**config.mk**
```make
export PLATFORM = sky130hd
export DESIGN_NAME = msrh_fpu_wb_merge
export DESIGN_NICKNAME = d
export VERILOG_FILES = /design/src/rtl/msrh_fpu_wb_merge.sv
export SDC_FILE = /design/constraint.sdc
export NUM_CORES = 1
export LEC_CHECK = 0
export BUFFER_PORTS_ARGS = -buffer_cell sky130_fd_sc_hd__buf_2
export CORE_UTILIZATION = 50
export DETAILED_ROUTE_END_ITERATION = 10
export PLACE_DENSITY = 0.74
export SKIP_LAST_GASP = 1
export SLEW_MARGIN = 20
export SYNTH_ARGS = -nofsm -noshare
export SYNTH_HDL_FRONTEND = slang
export SYNTH_SLANG_ARGS = --single-unit
```
**constraint.sdc**
```tcl
create_clock -name i_clk -period 12.43 [get_ports i_clk]
set_input_delay 2.486 -clock i_clk [delete_from_list [all_inputs] [get_ports i_clk]]
set_output_delay 2.486 -clock i_clk [all_outputs]
set_load 0.05 [all_outputs]
```
**src/rtl/msrh_fpu_wb_merge.sv**
```systemverilog
// FPU writeback merge: folds the fixed-latency short path (FMV/FSGNJ) and the
// in-order, untagged fpnew long path onto one register write port and one
// done port. Long-path tags are queued at issue; losing short results wait in
// a small collision buffer. A flush converts queued tags into a discard count
// so that results still inside fpnew are dropped silently.
module msrh_fpu_wb_merge #(
   parameter int unsigned XLEN          = 64,
   parameter int unsigned RNID_W        = 7,
   parameter int unsigned RV_ENTRY_SIZE = 32,
   parameter int unsigned LONG_DEPTH    = 8,
   parameter int unsigned BUF_DEPTH     = 4
) (
   input  logic                     i_clk,
   input  logic                     i_reset,
   input  logic                     i_short_valid,
   input  logic                     i_short_wr,
   input  logic [RNID_W-1:0]        i_short_rnid,
   input  logic [RV_ENTRY_SIZE-1:0] i_short_index,
   input  logic [XLEN-1:0]          i_short_data,
   input  logic                     i_long_issue_valid,
   input  logic                     i_long_issue_wr,
   input  logic [RNID_W-1:0]        i_long_issue_rnid,
   input  logic [RV_ENTRY_SIZE-1:0] i_long_issue_index,
   input  logic                     i_long_res_valid,
   input  logic [XLEN-1:0]          i_long_res_data,
   input  logic [4:0]               i_long_res_fflags,
   input  logic                     i_flush,
   output logic                     o_stall,
   output logic                     o_wr_valid,
   output logic [RNID_W-1:0]        o_wr_rnid,
   output logic [XLEN-1:0]          o_wr_data,
   output logic                     o_done,
   output logic [RV_ENTRY_SIZE-1:0] o_done_index,
   output logic                     o_fflags_valid,
   output logic [4:0]               o_fflags,
   output logic                     o_err_overflow,
   output logic                     o_err_underflow
);

   localparam int unsigned LPTR_W   = $clog2(LONG_DEPTH);
   localparam int unsigned BPTR_W   = $clog2(BUF_DEPTH);
   localparam int unsigned LCNT_W   = LPTR_W + 1;
   localparam int unsigned BCNT_W   = BPTR_W + 1;
   // Discard headroom: one full tag FIFO beyond what a single flush can add.
   localparam int unsigned DISC_W   = $clog2(2 * LONG_DEPTH);
   localparam int unsigned DISC_MAX = 2 * LONG_DEPTH - 1;

   typedef struct packed {
      logic                     wr;
      logic [RNID_W-1:0]        rnid;
      logic [RV_ENTRY_SIZE-1:0] index;
   } tag_t;

   typedef struct packed {
      logic                     wr;
      logic [RNID_W-1:0]        rnid;
      logic [RV_ENTRY_SIZE-1:0] index;
      logic [XLEN-1:0]          data;
   } ent_t;

   // Storage (no reset needed: validity is carried by the counts)
   tag_t tag_mem_q [LONG_DEPTH];
   ent_t buf_mem_q [BUF_DEPTH];

   logic [LPTR_W-1:0] tag_rp_q, tag_rp_d, tag_wp_q, tag_wp_d;
   logic [LCNT_W-1:0] tag_cnt_q, tag_cnt_d;
   logic [BPTR_W-1:0] buf_rp_q, buf_rp_d, buf_wp_q, buf_wp_d;
   logic [BCNT_W-1:0] buf_cnt_q, buf_cnt_d;
   logic [DISC_W-1:0] disc_q, disc_d;
   logic [DISC_W:0]   disc_sum;

   logic                     wr_valid_q, wr_valid_d;
   logic [RNID_W-1:0]        wr_rnid_q, wr_rnid_d;
   logic [XLEN-1:0]          wr_data_q, wr_data_d;
   logic                     done_q, done_d;
   logic [RV_ENTRY_SIZE-1:0] done_index_q, done_index_d;
   logic                     ffv_q, ffv_d;
   logic [4:0]               ff_q, ff_d;
   logic                     ovf_q, ovf_d;
   logic                     und_q, und_d;

   tag_t tag_head;
   ent_t buf_head;
   ent_t short_ent;

   logic res_discard, res_pop, res_under;
   logic long_win, buf_pop, short_direct, short_push_req;
   logic buf_full, buf_push, buf_ovf;
   logic tag_full, tag_push_req, tag_push, tag_ovf;

   assign tag_head  = tag_mem_q[tag_rp_q];
   assign buf_head  = buf_mem_q[buf_rp_q];
   assign short_ent = '{wr: i_short_wr, rnid: i_short_rnid,
                        index: i_short_index, data: i_short_data};

   assign tag_full = (tag_cnt_q == LCNT_W'(LONG_DEPTH));
   assign buf_full = (buf_cnt_q == BCNT_W'(BUF_DEPTH));

   // Long result disposition; applies in flush cycles too
   assign res_discard = i_long_res_valid && (disc_q != '0);
   assign res_pop     = i_long_res_valid && (disc_q == '0) && (tag_cnt_q != '0);
   assign res_under   = i_long_res_valid && (disc_q == '0) && (tag_cnt_q == '0);

   // Arbitration: surviving long result, then buffer head, then direct short
   assign long_win       = res_pop && !i_flush;
   assign buf_pop        = !i_flush && !long_win && (buf_cnt_q != '0);
   assign short_push_req = i_short_valid && !i_flush && (long_win || (buf_cnt_q != '0));
   assign short_direct   = i_short_valid && !i_flush && !long_win && (buf_cnt_q == '0);
   assign buf_push       = short_push_req && (!buf_full || buf_pop);
   assign buf_ovf        = short_push_req && buf_full && !buf_pop;

   assign tag_push_req = i_long_issue_valid && !i_flush;
   assign tag_push     = tag_push_req && (!tag_full || res_pop);
   assign tag_ovf      = tag_push_req && tag_full && !res_pop;

   assign o_stall = (buf_cnt_q >= BCNT_W'(BUF_DEPTH - 1)) ||
                    (tag_cnt_q >= LCNT_W'(LONG_DEPTH - 1));

   // Queue pointer/count and discard counter next-state
   always_comb begin
      tag_rp_d  = tag_rp_q;
      tag_wp_d  = tag_wp_q;
      tag_cnt_d = tag_cnt_q;
      buf_rp_d  = buf_rp_q;
      buf_wp_d  = buf_wp_q;
      buf_cnt_d = buf_cnt_q;
      disc_d    = disc_q;
      // Tags still queued at flush become results to drop; a pop this cycle
      // consumes one of them first.
      disc_sum  = {1'b0, disc_q} - (DISC_W+1)'(res_discard)
                  + (DISC_W+1)'(tag_cnt_q) - (DISC_W+1)'(res_pop);
      if (i_flush) begin
         tag_rp_d  = '0;
         tag_wp_d  = '0;
         tag_cnt_d = '0;
         buf_rp_d  = '0;
         buf_wp_d  = '0;
         buf_cnt_d = '0;
         if (disc_sum > (DISC_W+1)'(DISC_MAX)) begin
            disc_d = DISC_W'(DISC_MAX);
         end else begin
            disc_d = disc_sum[DISC_W-1:0];
         end
      end else begin
         disc_d = disc_q - DISC_W'(res_discard);
         if (res_pop)  tag_rp_d = tag_rp_q + LPTR_W'(1);
         if (tag_push) tag_wp_d = tag_wp_q + LPTR_W'(1);
         tag_cnt_d = tag_cnt_q + LCNT_W'(tag_push) - LCNT_W'(res_pop);
         if (buf_pop)  buf_rp_d = buf_rp_q + BPTR_W'(1);
         if (buf_push) buf_wp_d = buf_wp_q + BPTR_W'(1);
         buf_cnt_d = buf_cnt_q + BCNT_W'(buf_push) - BCNT_W'(buf_pop);
      end
   end

   // Output register next-state: winner selection, hold payload when idle
   always_comb begin
      wr_valid_d   = 1'b0;
      done_d       = 1'b0;
      ffv_d        = 1'b0;
      ff_d         = '0;
      wr_rnid_d    = wr_rnid_q;
      wr_data_d    = wr_data_q;
      done_index_d = done_index_q;
      if (long_win) begin
         wr_valid_d   = tag_head.wr;
         wr_rnid_d    = tag_head.rnid;
         wr_data_d    = i_long_res_data;
         done_d       = 1'b1;
         done_index_d = tag_head.index;
         ffv_d        = 1'b1;
         ff_d         = i_long_res_fflags;
      end else if (buf_pop) begin
         wr_valid_d   = buf_head.wr;
         wr_rnid_d    = buf_head.rnid;
         wr_data_d    = buf_head.data;
         done_d       = 1'b1;
         done_index_d = buf_head.index;
      end else if (short_direct) begin
         wr_valid_d   = i_short_wr;
         wr_rnid_d    = i_short_rnid;
         wr_data_d    = i_short_data;
         done_d       = 1'b1;
         done_index_d = i_short_index;
      end
      ovf_d = ovf_q | buf_ovf | tag_ovf;
      und_d = und_q | res_under;
   end

   // Control and output state registers with synchronous reset
   always_ff @(posedge i_clk) begin
      if (i_reset) begin
         tag_rp_q     <= '0;
         tag_wp_q     <= '0;
         tag_cnt_q    <= '0;
         buf_rp_q     <= '0;
         buf_wp_q     <= '0;
         buf_cnt_q    <= '0;
         disc_q       <= '0;
         wr_valid_q   <= 1'b0;
         wr_rnid_q    <= '0;
         wr_data_q    <= '0;
         done_q       <= 1'b0;
         done_index_q <= '0;
         ffv_q        <= 1'b0;
         ff_q         <= '0;
         ovf_q        <= 1'b0;
         und_q        <= 1'b0;
      end else begin
         tag_rp_q     <= tag_rp_d;
         tag_wp_q     <= tag_wp_d;
         tag_cnt_q    <= tag_cnt_d;
         buf_rp_q     <= buf_rp_d;
         buf_wp_q     <= buf_wp_d;
         buf_cnt_q    <= buf_cnt_d;
         disc_q       <= disc_d;
         wr_valid_q   <= wr_valid_d;
         wr_rnid_q    <= wr_rnid_d;
         wr_data_q    <= wr_data_d;
         done_q       <= done_d;
         done_index_q <= done_index_d;
         ffv_q        <= ffv_d;
         ff_q         <= ff_d;
         ovf_q        <= ovf_d;
         und_q        <= und_d;
      end
   end

   // FIFO storage writes; a write into a full FIFO with a same-cycle pop
   // lands in the slot being read, whose old value is consumed this cycle.
   always_ff @(posedge i_clk) begin
      if (!i_reset && tag_push) begin
         tag_mem_q[tag_wp_q] <= '{wr: i_long_issue_wr, rnid: i_long_issue_rnid,
                                  index: i_long_issue_index};
      end
      if (!i_reset && buf_push) begin
         buf_mem_q[buf_wp_q] <= short_ent;
      end
   end

   assign o_wr_valid      = wr_valid_q;
   assign o_wr_rnid       = wr_rnid_q;
   assign o_wr_data       = wr_data_q;
   assign o_done          = done_q;
   assign o_done_index    = done_index_q;
   assign o_fflags_valid  = ffv_q;
   assign o_fflags        = ff_q;
   assign o_err_overflow  = ovf_q;
   assign o_err_underflow = und_q;

endmodule

```
After elaboration in Yosys (flattened, before gate mapping). Memories as Yosys holds them, arrays and structs flattened. A register that Yosys moved wholly into a read port is not among the register bits. Index checks and enable logic that the tools add are counted.

Flip-flop bits (word level): 134. RAM bits: 736. Input port bits: 219. Output and inout port bits: 114. Word-level logic and storage cells: 105. Memories kept: 2.

Add/sub/neg operators: 12. Magnitude comparators: 3. Equal/unequal tests: 2. Mux-type cells: 26. Bitwise operators: 4. Reduce and logical (&&, ||, !) cells: 40.

Memories: buf_mem_q (depth 4, bits a word 104, rd ports 1, clocked after memory_dff 1, write ports 1, RTL line 63) `ent_t buf_mem_q [BUF_DEPTH];`; tag_mem_q (depth 8, bits a word 40, rd ports 1, clocked after memory_dff 1, write ports 1, RTL line 62) `tag_t tag_mem_q [LONG_DEPTH];`.

Operator list (number): two-way mux 64 bit (3); two-way mux 32 bit (3); two-way mux 7 bit (3); logical AND 1 bit (20); two-way mux 1 bit (11); logical NOT 4 bit (2); two-way mux 4 bit (2); nonzero test 4 bit (2); subtractor 4 x 1 -> 4 bit (2); logical NOT 1 bit (7); adder 3 x 1 -> 3 bit (second input constant) (2); two-way mux 3 bit (2); nonzero test 3 bit (2); adder 5 x 4 -> 5 bit (1); greater-than comparator 5 x 4 -> 1 bit (second input constant) (1); subtractor 4 x 1 -> 5 bit (1); subtractor 5 x 1 -> 5 bit (1); adder 2 x 1 -> 2 bit (second input constant) (2); adder 4 x 1 -> 4 bit (1); == test 4 bit (second input constant) (1); >= comparator 4 x 3 -> 1 bit (second input constant) (1); logical OR 1 bit (4); two-way mux 2 bit (2); OR reduction 2 bit (2); 7 further kinds (9).

Depth between registers and ports, before layout. Gate-level depths: netlist of run 1.

Depth after elaboration: 12. Depth in mapped cells: 15. Gate-level depth less buffers: 14.

Least setup slack after synthesis of run 1. OpenSTA, ideal clock, no wires.

Path type: input to register. Start: in i_long_res_valid. End: mem buf_mem_q[0][0] in the netlist's numbering (enable). Library setup time: 0.568 ns. Arrival: 7.844 ns. Data required time: 11.862 ns. Setup slack: 4.019 ns. Stages: 5. Buffers on the path: 1. Cell sequence: clkbuf_1 -> inv_1 -> nor4_1 -> o31ai_1 -> nor2_1.

Word-level cells in the longest chain between the ends: 11. Elaborated cells on any way between the ends: 13. Those cells by class: 2 x mux; 11 x reduce/logical.

Ends and longest elaborated chain: start, declared (RTL line 24) `input logic i_long_res_valid,`; logical AND 1 bit (*) (2 in series) (RTL line 101) `assign res_pop = i_long_res_valid && (disc_q == '0) && (tag_cnt_q != '0);`; logical AND 1 bit (*) (RTL line 105) `assign long_win = res_pop && !i_flush;`; logical NOT 1 bit (RTL line 106) `assign buf_pop = !i_flush && !long_win && (buf_cnt_q != '0);`; logical AND 1 bit (2 in series) (RTL line 106); logical OR 1 bit (RTL line 109) `assign buf_push = short_push_req && (!buf_full || buf_pop);`; logical AND 1 bit (*) (RTL line 109); logical AND 1 bit (*) (RTL line 235) `if (!i_reset && buf_push) begin`; two-way mux 1 bit (*) (RTL line 235); two-way mux 1 bit (not written as such) (*) (RTL line 236) `buf_mem_q[buf_wp_q] <= short_ent;`; end, declared (RTL line 63).

Every way passes the cells marked *; elsewhere a longest branch is shown, timed or not.

Worst setup path after layout of run 1.
Start: in i_long_res_valid. End: mem buf_mem_q[1][87] in the netlist's numbering (enable).

The elaborated chain is that of the path after synthesis.

==> results_dict.tcl, run 1 <==
set metrics [dict create \
    status "complete, no violations" \
    route.antenna.remaining_nets 0 \
    critical_path_required_ps 12670 \
    io_pins 333 \
    r2r_start "tag_cnt_q[3]" \
    drv_slew 0 \
    final.setup.tns_ps 0 \
    finalWorstSetupSlack_ps 7020 \
    hold_path_endpoint "o_done_index[7]" \
    timing.critical_path.fanout_max 71 \
    vias 19000 \
    wl_per_cell_um 24.6 \
    netlist_area_um2 34600 \
    netSwitchingPower_mw 1.50 \
    synth_seq_cells 875 \
    timing.critical_path.slowest_cell_delay_ps 980 \
    cellPowerDensity_nw_per_um2 158 \
    hold_path_class "reg -> reg" \
    vias_per_inst 5.85 \
    sw_frac_of_total 0.235 \
    share_of_layout_cells_above_drive_strength_1 0.328 \
    crit_chain "buf_2 > inv_1 > nor4_1 > o31ai_1 > buf_4 > nor2_4 > buf_4" \
    yosys-top-cells-area "sky130_fd_sc_hd__edfxtp_1 (64%), sky130_fd_sc_hd__mux4_2 (12%), sky130_fd_sc_hd__dfxtp_1 (8.0%), sky130_fd_sc_hd__mux2i_1 (1.9%), sky130_fd_sc_hd__o221ai_1 (1.5%)" \
    post_cts_repair_setup_buffers 0 \
    timing_worst_slew_pin_value_ps 1130 \
    met2_wl_post_dr_um 40400 \
    antenna_found_initial 27 \
    worst_hold_startpoint "o_done_index[7]" \
    cts.root.buffer_cell "sky130_fd_sc_hd__clkbuf_16" \
    globalRoute.totalOverflow 0 \
    grt_setup_unrepaired "false" \
    vdd.ir_drop.worst_v 0.000137 \
    syn_to_final_growth_pct 16.1 \
    die-width_um 265 \
    clock_tree.htree_level_count 3 \
    max_cap_violations 0 \
    worstSetupEndpointType "flop" \
    setup_viol_count_final 0 \
    port_buffers 332 \
    tritoncts_sinks 875 \
    path_common_cell "sky130_fd_sc_hd__buf_4" \
    number_of_buffers_on_the_longest_clock_path 3 \
    finalCritPeriodShare 0.435 \
    worst_slew_margin_rel 0.247 \
    power.internal_mw 4.86 \
    drt_iter0_drc 1605 \
    fp.dieH_um 265 \
    synth.yosys.warnings 0 \
    route.met3.wl_um 6200 \
    fp-row-count 96 \
    synth_fp_nets 2151 \
    cts-resized-gates 0 \
    comb_power_share 0.079 \
    power_frac_seq 0.513 \
    synth_async_sr_flop_share 0 \
    number_of_clock_buffers_inserted_by_tritoncts 89 \
    global_route_wire_length_before_repair_um 120000 \
    synth-main-ff-cell "sky130_fd_sc_hd__edfxtp_1" \
    fmax_mhz 185 \
    wl_met1_um 31200 \
    setup.reg_to_reg.worst_slack_ps 8170 \
    timing.rr.end "disc_q[0]" \
    fp.dieArea_um2 70300 \
    post-synth-top-area-cell "sky130_fd_sc_hd__edfxtp_1" \
    fillers 5014 \
    floorplan.core_area_um2 68600 \
    timing.setup.critical_path_class "in -> reg" \
    critical_path_arrival_ps 5650 \
    synth-seq-area-share 0.719 \
    nets 2481 \
    synth-edff-count 736 \
    drt-total-wl_um 80100 \
    topRoutingLayerUsed "met5" \
    grt_start_max_net_pins 85 \
    placement_setup_slack_ps 6380 \
    post_synth_inst_count 1902 \
    initial_utilization 0.505 \
    timing.final.hold_violations 0 \
    post_cts_hold_buffer_count 0 \
    power.clock.fraction 0.408 \
    place_hpwl_um 48900 \
    tritoncts "done" \
    timing.hold.worst_path_depth 2 \
    static-leakage-power_nw 14.0 \
    worst_clk_skew_ps 36.4 \
    worst_path_max_delay_cell "sky130_fd_sc_hd__buf_4" \
    min_period_ps 5410 \
    syn_area_per_cell_um2 18.2 \
    top_cell_type_s_share_of_synthesized_area 0.638 \
    route.detailed.drc 0 \
    worstRegToRegCells 14 \
    vias_in_the_first_global_route 19300 \
    cp-start-kind "input port" \
    clk_pin_slew_ps 60 \
    drt_pass1_iterations 6 \
    insertion_delay_ps 650 \
    place.gp.congestion 0.803 \
    grt_usage 0.229 \
    distinct_cell_type_count_of_the_synthesized_netlist 60 \
]
## metrics by stage
step           power [mW]   util  hold slack, ps  cells  cell area (um^2)
3_3_place_gp         3.80  0.543             445   3071             37200
3_5_place_dp         3.83  0.543             459   3071             37200
5_1_grt              6.56  0.586             494   3244             40200
4_1_cts              6.41  0.585             468   3238             40100
2_1_floorplan        3.65      -             454   1902             34600
6_report             6.36  0.586             464   3250             40200
## cell usage after synthesis, types with 6 or more instances
master,instances
sky130_fd_sc_hd__nor2_1,47
sky130_fd_sc_hd__o41ai_2,6
sky130_fd_sc_hd__nand4b_1,7
sky130_fd_sc_hd__o221ai_1,58
sky130_fd_sc_hd__clkbuf_1,66
sky130_fd_sc_hd__a211oi_1,9
sky130_fd_sc_hd__nand2_1,73
sky130_fd_sc_hd__edfxtp_1,736
sky130_fd_sc_hd__mux4_2,184
sky130_fd_sc_hd__mux2i_1,67
sky130_fd_sc_hd__nor3_1,38
sky130_fd_sc_hd__xor2_1,6
sky130_fd_sc_hd__buf_4,7
sky130_fd_sc_hd__buf_2,46
sky130_fd_sc_hd__ha_1,25
sky130_fd_sc_hd__o22ai_1,30
sky130_fd_sc_hd__o32ai_1,39
sky130_fd_sc_hd__nand4_1,6
sky130_fd_sc_hd__dfxtp_1,139
sky130_fd_sc_hd__a21boi_0,58
sky130_fd_sc_hd__inv_1,117
sky130_fd_sc_hd__and3_1,15
sky130_fd_sc_hd__mux2_2,31
sky130_fd_sc_hd__a21oi_1,12
## final cells by class
cell class,count,area (um^2),share of cell area
Sequential cell,875,24900,0.619
Multi-Input combinational cell,784,8840,0.220
Clock buffer,119,2460,0.0612
Timing Repair Buffer,364,1930,0.0480
Tap cell,931,1160,0.0290
Inverter,118,443,0.0110
Clock inverter,48,432,0.0107
Antenna cell,11,27.5,0.000685
## power by group through the flow
stage               registers (mW)  logic [mW]  clock network [mW]
finish                        3.26       0.502                2.59
global route                  3.27       0.541                2.75
CTS                           3.26       0.504                2.64
detailed placement            3.32       0.501                   0
global placement              3.32       0.482                   0
floorplan                     3.42       0.226                   0
## flip-flops by register name, indices dropped and copies added, names as in the netlist, 2 cells and up, named ones only
signal / cells
buf_mem_q: 416
tag_mem_q: 320
o_wr_data: 64
o_done_index: 32
o_wr_rnid: 7
o_fflags: 5
disc_q: 4
tag_cnt_q: 4
buf_cnt_q: 3
tag_rp_q: 3
tag_wp_q: 3
buf_rp_q: 2
buf_wp_q: 2
## layout by cell type, fill, tap and decap left out, types with 15 or more instances in the layout
master and n:
sky130_fd_sc_hd__clkinv_2 19, sky130_fd_sc_hd__buf_2 331, sky130_fd_sc_hd__edfxtp_1 736, sky130_fd_sc_hd__a21boi_0 58, sky130_fd_sc_hd__and3_1 15, sky130_fd_sc_hd__mux4_2 184, sky130_fd_sc_hd__inv_1 116, sky130_fd_sc_hd__o22ai_1 30
sky130_fd_sc_hd__dfxtp_1 134, sky130_fd_sc_hd__nor2_1 41, sky130_fd_sc_hd__clkbuf_1 18, sky130_fd_sc_hd__nand2_1 73, sky130_fd_sc_hd__clkbuf_16 89, sky130_fd_sc_hd__o32ai_1 39, sky130_fd_sc_hd__buf_4 31, sky130_fd_sc_hd__mux2_2 31
sky130_fd_sc_hd__mux2i_1 67, sky130_fd_sc_hd__ha_1 25, sky130_fd_sc_hd__o221ai_1 58, sky130_fd_sc_hd__nor3_1 37
## cell families after synthesis
family	after synthesis	share of synthesized area
DFF	875	0.719
muxes	282	0.149
buffers and inverters	243	0.0292
AOI/OAI and AO/OA	239	0.0559
and+or+nand+nor	222	0.0322
adders and majority gates	30	0.0119
xor gates and xnor gates	11	0.00278
## worst max-delay path: cells and delay by family
family | cells | cell delay, ps
AOI/OAI and AO/OA | 1 | 140
buffers and inverters | 4 | 1560
and+or+nand+nor | 2 | 1340
## how the worst max path moves through the flow
stage | endpoint | start
4_1_cts | buf_mem_q[1][86] | i_long_res_valid
2_1_floorplan | buf_mem_q[0][0] | i_long_res_valid
6_report | buf_mem_q[1][87] | i_long_res_valid
5_1_grt | buf_mem_q[1][87] | i_long_res_valid
3_5_place_dp | buf_mem_q[2][68] | i_long_res_valid
3_3_place_gp | buf_mem_q[1][68] | i_long_res_valid
## metal layers
metal,vias to the layer above,GRT usage
li1,8318,-
met1,9713,0.299
met2,789,0.386
met3,161,0.0477
met4,28,0.0759
met5,-,0
Power figures use the tool's default switching activity.
==> run 2, diff against run 1 <==
Clock period 12.43 ns to 5.3 ns, I/O delays scaled along.
==> results_dict.tcl, run 2 (synthesized netlist as in run 1, its figures left out) <==
set metrics [dict create \
    post_cts_hold_buffer_count 0 \
    share_of_layout_cells_above_drive_strength_1 0.325 \
    vias_in_the_first_global_route 19600 \
    syn_to_final_growth_pct 15.7 \
    post_cts_repair_setup_buffers 0 \
    grt_usage 0.228 \
    worstRegToRegCells 14 \
    timing.critical_path.fanout_max 9 \
    wl_per_cell_um 24.7 \
    timing.final.hold_violations 0 \
    global_route_wire_length_before_repair_um 120000 \
    grt_start_max_net_pins 103 \
    worst_hold_margin_ps 471 \
    cts-resized-gates 0 \
    setup_viol_count_final 0 \
    timing.setup.critical_path_class "reg -> reg" \
    timing.hold.worst_path_depth 2 \
    stdcell_count 3238 \
    status "complete, no violations" \
    drt_iter0_drc 1567 \
    fp.dieArea_um2 70300 \
    antenna_found_initial 30 \
    nets 2480 \
    place_hpwl_um 47500 \
    critical_path_arrival_ps 4690 \
    clock_tree.htree_level_count 3 \
    static-leakage-power_nw 13.9 \
    finalCritPeriodShare 0.800 \
    most_flop_heavy_register "buf_mem_q" \
    cts.root.buffer_cell "sky130_fd_sc_hd__clkbuf_16" \
    tritoncts "done" \
    port_buffers 332 \
    critical_path_required_ps 5750 \
    initial_utilization 0.505 \
    largest_register_ff_count 416 \
    insertion_delay_ps 640 \
    place.gp.congestion 0.818 \
    fp.dieH_um 265 \
    floorplan.core_area_um2 68600 \
    timing_worst_slew_pin_value_ps 1120 \
    fp-row-count 96 \
    cp-start-kind "flop" \
    min_period_ps 4240 \
    number_of_clock_buffers_inserted_by_tritoncts 87 \
    route.detailed.drc 0 \
    io_pins 333 \
    hold_path_class "reg -> reg" \
    placed_cells 3073 \
    fmax_mhz 236 \
    worst_clk_skew_ps 22.8 \
    drt_pass1_iterations 5 \
    worstSetupEndpointType "flop" \
    layout.cells.most_common "sky130_fd_sc_hd__edfxtp_1" \
    worst_slew_margin_rel 0.253 \
    route.antenna.remaining_nets 0 \
    die-width_um 265 \
    cellPowerDensity_nw_per_um2 366 \
    max_cap_violations 0 \
    clk_pin_slew_ps 60 \
    vdd.ir_drop.worst_v 0.000295 \
    grt_setup_unrepaired "false" \
    drv_slew 0 \
    drt-total-wl_um 79900 \
    tritoncts_sinks 875 \
    vias 19100 \
    number_of_buffers_on_the_longest_clock_path 3 \
    leading_cell_types_in_the_layout_fill_and_taps_excluded "sky130_fd_sc_hd__edfxtp_1 (736), sky130_fd_sc_hd__buf_2 (331), sky130_fd_sc_hd__mux4_2 (184)" \
    vias_per_inst 5.90 \
    globalRoute.totalOverflow 0 \
]
## run 2: cell count changes in the layout (fill, tap and decap cells not counted), moves of 3 or more
cell	delta
sky130_fd_sc_hd__clkinv_2	-3
sky130_fd_sc_hd__diode_2	-6
sky130_fd_sc_hd__clkbuf_8	-8
sky130_fd_sc_hd__clkinv_1	+3
## run 2: final cells by class
type,instances,area (um^2)
Timing Repair Buffer,365,1940
Antenna cell,5,12.5
Multi-Input combinational cell,784,8890
Clock buffer,111,2310
Tap cell,931,1160
Clock inverter,49,402
Sequential cell,875,24900
Fill cell,5049,28500
Inverter,118,443
## run 2: where the power goes
group	internal, mW	switching (mW)
Clock	3.26	2.58
Sequential	7.56	0.0904
Combinational	0.386	0.796
Total	11.2	3.47
## run 2: per-layer routing
metal	global-route usage	wire length (um)	vias up
li1	-	-	8305
met3	0.0544	6260	187
met4	0.0800	2120	42
met1	0.289	31100	9822
met2	0.386	40100	750
met5	0	276	-
## run 2: worst paths after layout
kind | end | slack (ps) | startpoint
min reg2reg | o_done_index[9] | 470 | o_done_index[9]
max | disc_q[0] | 1060 | tag_cnt_q[2]
max reg2reg | disc_q[0] | 1060 | tag_cnt_q[2]
min | o_done_index[9] | 470 | o_done_index[9]
## run 2: stage by stage
| stage | util | TNS [ps] | total power, mW | setup slack, ps | cell area, um^2 |
|---|---|---|---|---|---|
| 6_report | 0.584 | 0 | 14.7 | 1060 | 40100 |
| 2_1_floorplan | - | -701070 | 8.55 | -1690 | 34600 |
| 3_5_place_dp | 0.544 | 0 | 8.97 | 934 | 37300 |
| 5_1_grt | 0.584 | 0 | 15.2 | 837 | 40000 |
| 3_3_place_gp | 0.544 | 0 | 8.93 | 1050 | 37300 |
| 4_1_cts | 0.584 | 0 | 14.8 | 1090 | 40000 |
## run 2: worst max-delay path, cell delays in order, from the launching register on
cell	delay [ps]
sky130_fd_sc_hd__dfxtp_1	310
sky130_fd_sc_hd__inv_1	130
sky130_fd_sc_hd__ha_1	280
sky130_fd_sc_hd__or3b_1	500
sky130_fd_sc_hd__nand3_1	210
sky130_fd_sc_hd__inv_2	140
sky130_fd_sc_hd__fa_1	460
sky130_fd_sc_hd__fa_1	490
sky130_fd_sc_hd__inv_1	50
sky130_fd_sc_hd__ha_1	210
sky130_fd_sc_hd__fa_1	460
sky130_fd_sc_hd__a21o_1	180
sky130_fd_sc_hd__a21oi_1	180
sky130_fd_sc_hd__xor2_1	330
sky130_fd_sc_hd__a221oi_1	150
